### config.mk
export PLATFORM = sky130hd
export DESIGN_NAME = iterative_div
export DESIGN_NICKNAME = d
export VERILOG_FILES = /design/src/rtl/iterative_div_pkg.sv /design/src/rtl/iterative_div_step.sv /design/src/rtl/iterative_div.sv
export SDC_FILE = /design/constraint.sdc
export NUM_CORES = 1
export LEC_CHECK = 0
export CORE_MARGIN = 10
export CORE_UTILIZATION = 55
export DETAILED_ROUTE_END_ITERATION = 16
export GPL_ROUTABILITY_DRIVEN = 0
export PLACE_DENSITY_LB_ADDON = 0.25
export SYNTH_ARGS = -nofsm -noshare
export SYNTH_HDL_FRONTEND = slang
export SYNTH_SLANG_ARGS = --single-unit
### constraint.sdc
create_clock -name clk -period 7.22 [get_ports clk]
set_clock_uncertainty 0.1 [all_clocks]
set_input_delay 1.083 -clock clk [delete_from_list [all_inputs] [get_ports clk]]
set_output_delay 1.083 -clock clk [all_outputs]
set_load 0.1 [all_outputs]
### src/rtl/iterative_div_pkg.sv
// ---------------------------------------------------------------------------
// iterative_div_pkg
//
// Purpose: shared definitions for the iterative restoring divider.
//   - div_state_t : control states of the divider sequencer
//   - cnt_width() : width of the iteration counter for a given operand width
//
// No ports (package).
// ---------------------------------------------------------------------------
package iterative_div_pkg;

    // The reset state must encode as all-zeros so that the async reset
    // value of the state register is IDLE.
    typedef enum logic [1:0] {
        IDLE = 2'd0,
        BUSY = 2'd1,
        DONE = 2'd2
    } div_state_t;

    // The counter has to be able to represent values 0..width, so it needs
    // enough bits to hold width itself, not just width-1.
    function automatic int cnt_width(input int width);
        return $clog2(width + 1);
    endfunction

endpackage : iterative_div_pkg

### src/rtl/iterative_div_step.sv
// ---------------------------------------------------------------------------
// div_step
//
// Purpose: one purely combinational iteration of an unsigned restoring
// divider. Shifts the next dividend bit into the partial remainder and
// subtracts the divisor when that does not go negative.
//
// Ports:
//   rem_in   [WIDTH:0]   partial remainder before this iteration
//   dvd_msb              dividend bit being brought down this iteration
//   divisor  [WIDTH-1:0] divisor
//   rem_out  [WIDTH:0]   partial remainder after this iteration
//   q_bit                quotient bit produced by this iteration
// ---------------------------------------------------------------------------
module div_step #(
    parameter int WIDTH = 32
) (
    input  logic [WIDTH:0]   rem_in,
    input  logic             dvd_msb,
    input  logic [WIDTH-1:0] divisor,
    output logic [WIDTH:0]   rem_out,
    output logic             q_bit
);

    logic [WIDTH:0] shifted;
    logic [WIDTH:0] divisor_ext;

    // The partial remainder entering a step is always below the divisor,
    // so its top bit is always zero and is dropped by the shift. It stays
    // in the port so the register width matches the datapath description.
    logic unused_rem_msb;
    assign unused_rem_msb = rem_in[WIDTH];

    // Bring down one dividend bit, then trial-subtract. The comparison is
    // done at WIDTH+1 bits because the shifted value can reach
    // 2*divisor-1, which does not fit in WIDTH bits.
    always_comb begin
        shifted     = {rem_in[WIDTH-1:0], dvd_msb};
        divisor_ext = {1'b0, divisor};
        rem_out     = shifted;
        q_bit       = 1'b0;
        if (shifted >= divisor_ext) begin
            rem_out = shifted - divisor_ext;
            q_bit   = 1'b1;
        end
    end

endmodule : div_step

### src/rtl/iterative_div.sv
// ---------------------------------------------------------------------------
// iterative_div
//
// Purpose: sequential unsigned restoring divider producing one quotient bit
// per clock, with a go/done handshake and held result registers.
//
// Ports:
//   clk                       rising-edge clock
//   reset_n                   asynchronous active-low reset
//   go                        start request, accepted when ready=1
//   left      [WIDTH-1:0]     dividend, sampled on the accepting edge
//   right     [WIDTH-1:0]     divisor, sampled on the accepting edge
//   ready                     block can accept go this cycle
//   done                      one-cycle completion pulse
//   quotient  [WIDTH-1:0]     registered quotient of the last operation
//   remainder [WIDTH-1:0]     registered remainder of the last operation
//   div_by_zero               registered divide-by-zero flag
//
// Build option:
//   ITERATIVE_DIV_ZERO_DETECT_EN  when defined, a zero divisor completes one
//                                 cycle after accept and raises div_by_zero.
//                                 When undefined, a zero divisor runs the full
//                                 iteration and div_by_zero is constant 0.
// ---------------------------------------------------------------------------
module iterative_div
    import iterative_div_pkg::*;
#(
    parameter int WIDTH = 32
) (
    input  logic             clk,
    input  logic             reset_n,
    input  logic             go,
    input  logic [WIDTH-1:0] left,
    input  logic [WIDTH-1:0] right,
    output logic             ready,
    output logic             done,
    output logic [WIDTH-1:0] quotient,
    output logic [WIDTH-1:0] remainder,
    output logic             div_by_zero
);

    localparam int             CW        = cnt_width(WIDTH);
    localparam logic [CW-1:0]  LAST_ITER = CW'(WIDTH - 1);

    div_state_t       state_q,   state_d;
    logic [WIDTH-1:0] dvd_q,     dvd_d;
    logic [WIDTH-1:0] divisor_q, divisor_d;
    logic [WIDTH:0]   rem_q,     rem_d;
    logic [CW-1:0]    cnt_q,     cnt_d;
    logic [WIDTH-1:0] quot_q,    quot_d;
    logic [WIDTH-1:0] remn_q,    remn_d;
`ifdef ITERATIVE_DIV_ZERO_DETECT_EN
    logic             dbz_q,     dbz_d;
`endif

    logic [WIDTH:0]   step_rem;
    logic             step_bit;

    // Single shared iteration; the dividend register doubles as the quotient
    // shift register, so its MSB is the next bit to bring down.
    div_step #(
        .WIDTH (WIDTH)
    ) u_step (
        .rem_in  (rem_q),
        .dvd_msb (dvd_q[WIDTH-1]),
        .divisor (divisor_q),
        .rem_out (step_rem),
        .q_bit   (step_bit)
    );

    // Next-state and datapath logic. IDLE and DONE behave identically with
    // respect to go, which is what allows back-to-back operation from the
    // DONE cycle. The result registers are only written on the transition
    // into DONE so they hold through any following IDLE or BUSY period.
    always_comb begin
        state_d   = state_q;
        dvd_d     = dvd_q;
        divisor_d = divisor_q;
        rem_d     = rem_q;
        cnt_d     = cnt_q;
        quot_d    = quot_q;
        remn_d    = remn_q;
`ifdef ITERATIVE_DIV_ZERO_DETECT_EN
        dbz_d     = dbz_q;
`endif

        case (state_q)
            BUSY: begin
                dvd_d = {dvd_q[WIDTH-2:0], step_bit};
                rem_d = step_rem;
                cnt_d = cnt_q + CW'(1);
                if (cnt_q == LAST_ITER) begin
                    state_d = DONE;
                    quot_d  = {dvd_q[WIDTH-2:0], step_bit};
                    remn_d  = step_rem[WIDTH-1:0];
`ifdef ITERATIVE_DIV_ZERO_DETECT_EN
                    dbz_d   = 1'b0;
`endif
                end
            end

            default: begin
                if (go) begin
                    state_d   = BUSY;
                    dvd_d     = left;
                    divisor_d = right;
                    rem_d     = '0;
                    cnt_d     = '0;
`ifdef ITERATIVE_DIV_ZERO_DETECT_EN
                    // Zero divisor short-cuts straight to the result the
                    // full iteration would have produced anyway.
                    if (right == '0) begin
                        state_d = DONE;
                        quot_d  = '1;
                        remn_d  = left;
                        dbz_d   = 1'b1;
                    end
`endif
                end else begin
                    state_d = IDLE;
                end
            end
        endcase
    end

    // State and datapath registers; reset discards any in-flight operation
    // and clears the visible results as well.
    always_ff @(posedge clk or negedge reset_n) begin
        if (!reset_n) begin
            state_q   <= IDLE;
            dvd_q     <= '0;
            divisor_q <= '0;
            rem_q     <= '0;
            cnt_q     <= '0;
            quot_q    <= '0;
            remn_q    <= '0;
`ifdef ITERATIVE_DIV_ZERO_DETECT_EN
            dbz_q     <= 1'b0;
`endif
        end else begin
            state_q   <= state_d;
            dvd_q     <= dvd_d;
            divisor_q <= divisor_d;
            rem_q     <= rem_d;
            cnt_q     <= cnt_d;
            quot_q    <= quot_d;
            remn_q    <= remn_d;
`ifdef ITERATIVE_DIV_ZERO_DETECT_EN
            dbz_q     <= dbz_d;
`endif
        end
    end

    // Handshake outputs decode from the registered state only.
    assign ready     = (state_q != BUSY);
    assign done      = (state_q == DONE);
    assign quotient  = quot_q;
    assign remainder = remn_q;
`ifdef ITERATIVE_DIV_ZERO_DETECT_EN
    assign div_by_zero = dbz_q;
`else
    assign div_by_zero = 1'b0;
`endif

endmodule : iterative_div
==> Yosys cells after proc, flatten, opt, wreduce, memory -nomap -nowiden <==
Cells that the tools add are included.
{ "op_classes": {"addsub": 2, "n_mul": 0, "div": 0, "magnitude_cmp": 1, "eq_ne": 5, "shift": 0, "muxes": 11, "bitwise_logic": 1, "reduce_logical": 3} }
{ "op_table": {"columns": ["op", "count"], "rows": [
  ["$mux 32", 5],
  ["$ge 33x32->1", 1],
  ["$sub 32x32->32", 1],
  ["$mux 6", 2],
  ["$add 6x1->6 const B", 1],
  ["$eq 6x5->1 const B", 1],
  ["$mux 2", 2],
  ["$reduce_and 2->1", 2],
  ["$eq 2x1->1 const B", 1],
  ["$eq 2x2->1 const B", 1],
  ["$mux 1", 2],
  ["$ne 2x1->1 const B", 1],
  ["$ne 2x2->1 const B", 1],
  ["$reduce_bool 2->1", 1],
  ["$not 1->1", 1]
]} }
{ "word_totals": {"reg_bits": 168, "latchBits": 0, "mem_bits_rw": 0, "romBits": 0, "in_bits": 67, "memories": 0} }

==> Depth between registers and ports, before layout <==
{ "logic_depth": {"word_depth": 3, "ltp_mapped": 12, "depth_no_buf": 11} }

==> Modules after synthesis <==
A second synthesis with hierarchy kept.
{ "unflattened": {"cells_unflattened": 887, "hier_area_um2": 9113.7} }
{ "by_module_without_submodules": {"columns": ["module", "n_inst", "cells_each", "area_per_inst_um2", "seq_area_each_um2"], "rows": [
  ["iterative_div", 1, 522, 6701.4, 4229.1],
  ["div_step", 1, 365, 2412.3, 0.0]
]} }

==> Worst setup path after synthesis <==
OpenSTA, ideal clock, no wires.
{ "synth_timing": {"path_type": "register -> output", "from": "register state_q[0]", "to": "output port ready", "arrival_ps": 2043, "setup_slack_ps": 3994, "stages_incl_launch_ff": 6, "path_buffers": 3, "cell_sequence": "dfrtp_1 -> nor2b_1 -> clkbuf_1 -> inv_1 -> clkbuf_1 -> clkbuf_1"} }
{ "synth_between": {"elab_chain_len": 1} }
{ "synth_rtl": {"columns": ["element", "line_no", "text"], "rows": [
  ["from (decl)", "iterative_div.sv:45", "div_state_t state_q, state_d;"],
  ["from (signal assigned)", "iterative_div.sv:141", "state_q <= state_d;"],
  ["$ne 2x1->1", "iterative_div.sv:155", "assign ready = (state_q != BUSY);"],
  ["to (decl)", "iterative_div.sv:35", "output logic ready,"]
]} }
Every way passes these cells.

==> Worst setup path in the final report <==
{ "layout_timing": {"from": "register rem_q[9]", "to": "register remn_q[1] (netlist: remainder[1])"} }
{ "layout_between": {"elab_chain_len": 2} }
{ "layout_rtl": {"columns": ["element", "line_no", "text"], "rows": [
  ["from (decl)", "iterative_div.sv:48", "logic [WIDTH:0] rem_q, rem_d;"],
  ["from (signal assigned)", "iterative_div.sv:144", "rem_q <= rem_d;"],
  ["$ge 33x32->1", "iterative_div_step.sv:42", "if (shifted >= divisor_ext) begin"],
  ["$mux 32", "iterative_div_step.sv:42", null],
  ["to (signal assigned)", "iterative_div.sv:147", "remn_q <= remn_d;"],
  ["to (decl)", "iterative_div.sv:51", "logic [WIDTH-1:0] remn_q, remn_d;"]
]} }
Every way passes these cells.
A chain may end at the register's enable or synchronous reset.

==> reports/metrics.csv <==
stage,metric,value,unit
status,outcome,"complete, no violations",
global_routing,grt_util_all_layers,20.4,%
floorplanning,io-pin-count,134,
clocking,clkSlewWorstSetupHoldPaths,70,ps
detailed_routing,dr.pass1.iters,5,
placement,dp_slack,3820,ps
synthesis,yosysWarnings,0,
timing,max_slew_margin,29.9,%
placement,dp_hpwl,15.3,mm
clocking,clock_tree.root_cell,clkbuf_16,
setup_path,crit_chain,ha_1 -> a21oi_1 -> o21a_1 -> o211ai_1 -> o21ai_1 -> a211oi_2 -> nor2_4 -> buf_4 -> mux2_2 -> o21ai_0,
final_layout,area_growth,22.6,%
global_routing,grt_overflow,0,
clocking,hold_buffers,0,
synthesis,syn_nets,1068,
detailed_routing,postRouteAntennaNets,0,
timing,max_freq,287,MHz
timing,rsz0062_at_grt,no,
clocking,post_cts_buffers,0,
floorplanning,core_area,0.0159,mm^2
worst_hold_path,min_path_type,flip-flop to flip-flop,
setup_path,setup.worst_path.class,flip-flop to flip-flop,
timing,period_minus_slack,3480,ps
synthesis,synth_edf_count,0,
synthesis,synth-main-ff-cell,dfrtp_1,
flow_run,maxCapViolCount,0,
detailed_routing,drt-total-wl,21.9,mm
synthesis,syn_inst,967,
floorplanning,fp-row-count,46,
timing,fin_crit_sh,48.2,%
setup_path,r2r_slack,3740,ps
timing,fin_ws,3740,ps
placement,dp.cells,1265,
floorplanning,dieArea,0.0218,mm^2
setup_path,crit_required,7470,ps
clocking,h-tree-depth,4,
detailed_routing,viasPerCell,5.61,
setup_path,critPathLaunchType,flip-flop,
global_routing,grt_max_degree,94,
clocking,cts_sinks,168,
clocking,post_cts_resized,0,
setup_path,cp_max_fo,19,
global_routing,antenna_found_initial,0,
timing,worstMarginPinSlew,1050,ps
floorplanning,die_x,148,um
synthesis,yosysSeqAreaShare,47.0,%
detailed_routing,first_iter_violations,709,
setup_path,critical_path_arrival,3730,ps
timing,slew_viol_final,0,
timing,setup_tns,0,ps
floorplanning,initial_utilization,56.3,%
detailed_routing,remaining_drc_errors,0,
synthesis,netlist_area,0.00894,mm^2
synthesis,avgSynthCellArea,9.25,um^2
timing,hold_viol,0,
clocking,cts_max_path_buffers,2,
synthesis,ys_types,54,
synthesis,synth_seq_cells,168,
setup_path,cp-end-kind,flip-flop,
clocking,insertion_delay,440,ps
clocking,numCtsBuffers,17,
global_routing,grt_pass1_wl,36.7,mm
setup_path,cp_slowest_cell,nor2_4,
detailed_routing,wl_per_cell,16.9,um
global_routing,grt_pass1_vias,7114,
timing,setup_viol,0,
final_layout,layout.cells.non_filler,1297,
clocking,cts_tree,yes,
final_layout,fin_nets,1169,
floorplanning,die_height,148,um
final_layout,num_antenna_cells,0,
final_layout,drive_gt1_share,7.86,%
detailed_routing,vias,7273,
placement,io_buffers,132,
setup_path,max_stage_delay,460,ps
synthesis,async_reset_ff_share,100,%
## worst max-delay path, delay by kind of cell, from the launching register on
family,cells,cell delay [ps]
compound gates,6,1220
fa+ha+maj,1,380
buf+inv,1,440
flops,1,400
mux,1,390
simple gates,1,460
## registers in the layout, summed over array words and instances, names as in the netlist
signal and cells:
divisor_q 32, cnt_q 6, state_q 2, remainder 32
quotient 32, rem_q 32, dvd_q 32
## cells in the mapped netlist, drive strengths merged (2+ instances only)
library cell / count / area (um^2)
and3: 9 / 56.3
a211o: 2 / 17.5
a21oi: 39 / 195
nand4: 10 / 62.6
o21a: 5 / 37.5
nor3: 8 / 40.0
and4: 3 / 26.3
mux2: 34 / 383
dfrtp: 168 / 4200
a21o: 9 / 67.6
o211a: 2 / 20.0
a211oi: 7 / 62.6
o211ai: 8 / 60.1
a31oi: 11 / 68.8
a311oi: 2 / 35.0
clkbuf: 44 / 165
o21bai: 3 / 22.5
nor2b: 6 / 40.0
nor2: 36 / 138
o21ai: 127 / 636
xor2: 13 / 114
nand3: 37 / 185
xnor2: 13 / 114
nand2: 198 / 743
nor4: 2 / 12.5
mux2i: 59 / 591
or4: 2 / 15.0
o31ai: 3 / 22.5
nand2b: 2 / 12.5
or3: 3 / 18.8
inv: 41 / 154
ha: 33 / 413
buf: 14 / 72.6
## per-layer routing
layer	track usage, %	share of wire, %	wire [um]	up-vias
met5	0	0	0	-
met4	5.35	1.2	272	0
met3	5.04	5.5	1210	24
met2	32.4	47	10200	214
met1	27.3	46	10200	3486
li1	-	-	-	3549
## placed cells by master, fill, tap and decap left out, types with 9 or more instances in the layout
master,count
ha_1,33
a31oi_1,11
a21o_1,9
clkbuf_16,17
nand3_1,37
dfrtp_1,168
and3_1,9
clkdlybuf4s50_1,130
xnor2_1,13
o21ai_0,123
mux2i_1,59
a21oi_1,39
nor2_1,35
nand2_1,198
mux2_2,34
nand4_1,10
inv_1,41
xor2_1,13
## final timing paths
path,start,endpoint,depth (start not counted)
max,rem_q[9]$_DFFE_PN0P_,remainder[1]$_DFFE_PN0P_,10
min,quotient[4]$_DFFE_PN0P_,quotient[4]$_DFFE_PN0P_,2
max reg2reg,rem_q[9]$_DFFE_PN0P_,remainder[1]$_DFFE_PN0P_,10
min reg2reg,quotient[4]$_DFFE_PN0P_,quotient[4]$_DFFE_PN0P_,2
max in group asynchronous,reset_n,rem_q[27]$_DFFE_PN0P_,2
min in group asynchronous,reset_n,remainder[9]$_DFFE_PN0P_,1
## layout make-up
type / count / area (um^2)
clock inverters: 14 / 153
multi-input cells: 700 / 4360
flip-flops and latches: 168 / 4200
well taps: 216 / 270
clock buffers: 18 / 439
inverters: 41 / 154
fillers: 1272 / 4930
repair buffers: 140 / 1380
## kinds of logic after synthesis
family | Yosys count | synth area share [%]
buf+inv | 99 | 4.38
other cells | 1 | 0.0419
mux | 93 | 10.9
xor+xnor | 26 | 2.55
flops | 168 | 47.0
fa+ha+maj | 34 | 4.84
simple gates | 321 | 15.5
compound gates | 225 | 14.8
## stage by stage
step                      hold slack (ps)  instance area (um^2)  utilization [%]
after global placement                357                 10400             65.3
after floorplan                       360                  8940                -
after detailed placement              362                 10400             65.3
final                                 373                 11000             69.0
after global routing                  404                 11000             69.0
after CTS                             379                 11000             69.0
Power is not shown: default switching activity piles up to over one toggle a cycle in this logic, so the estimate is an artifact.
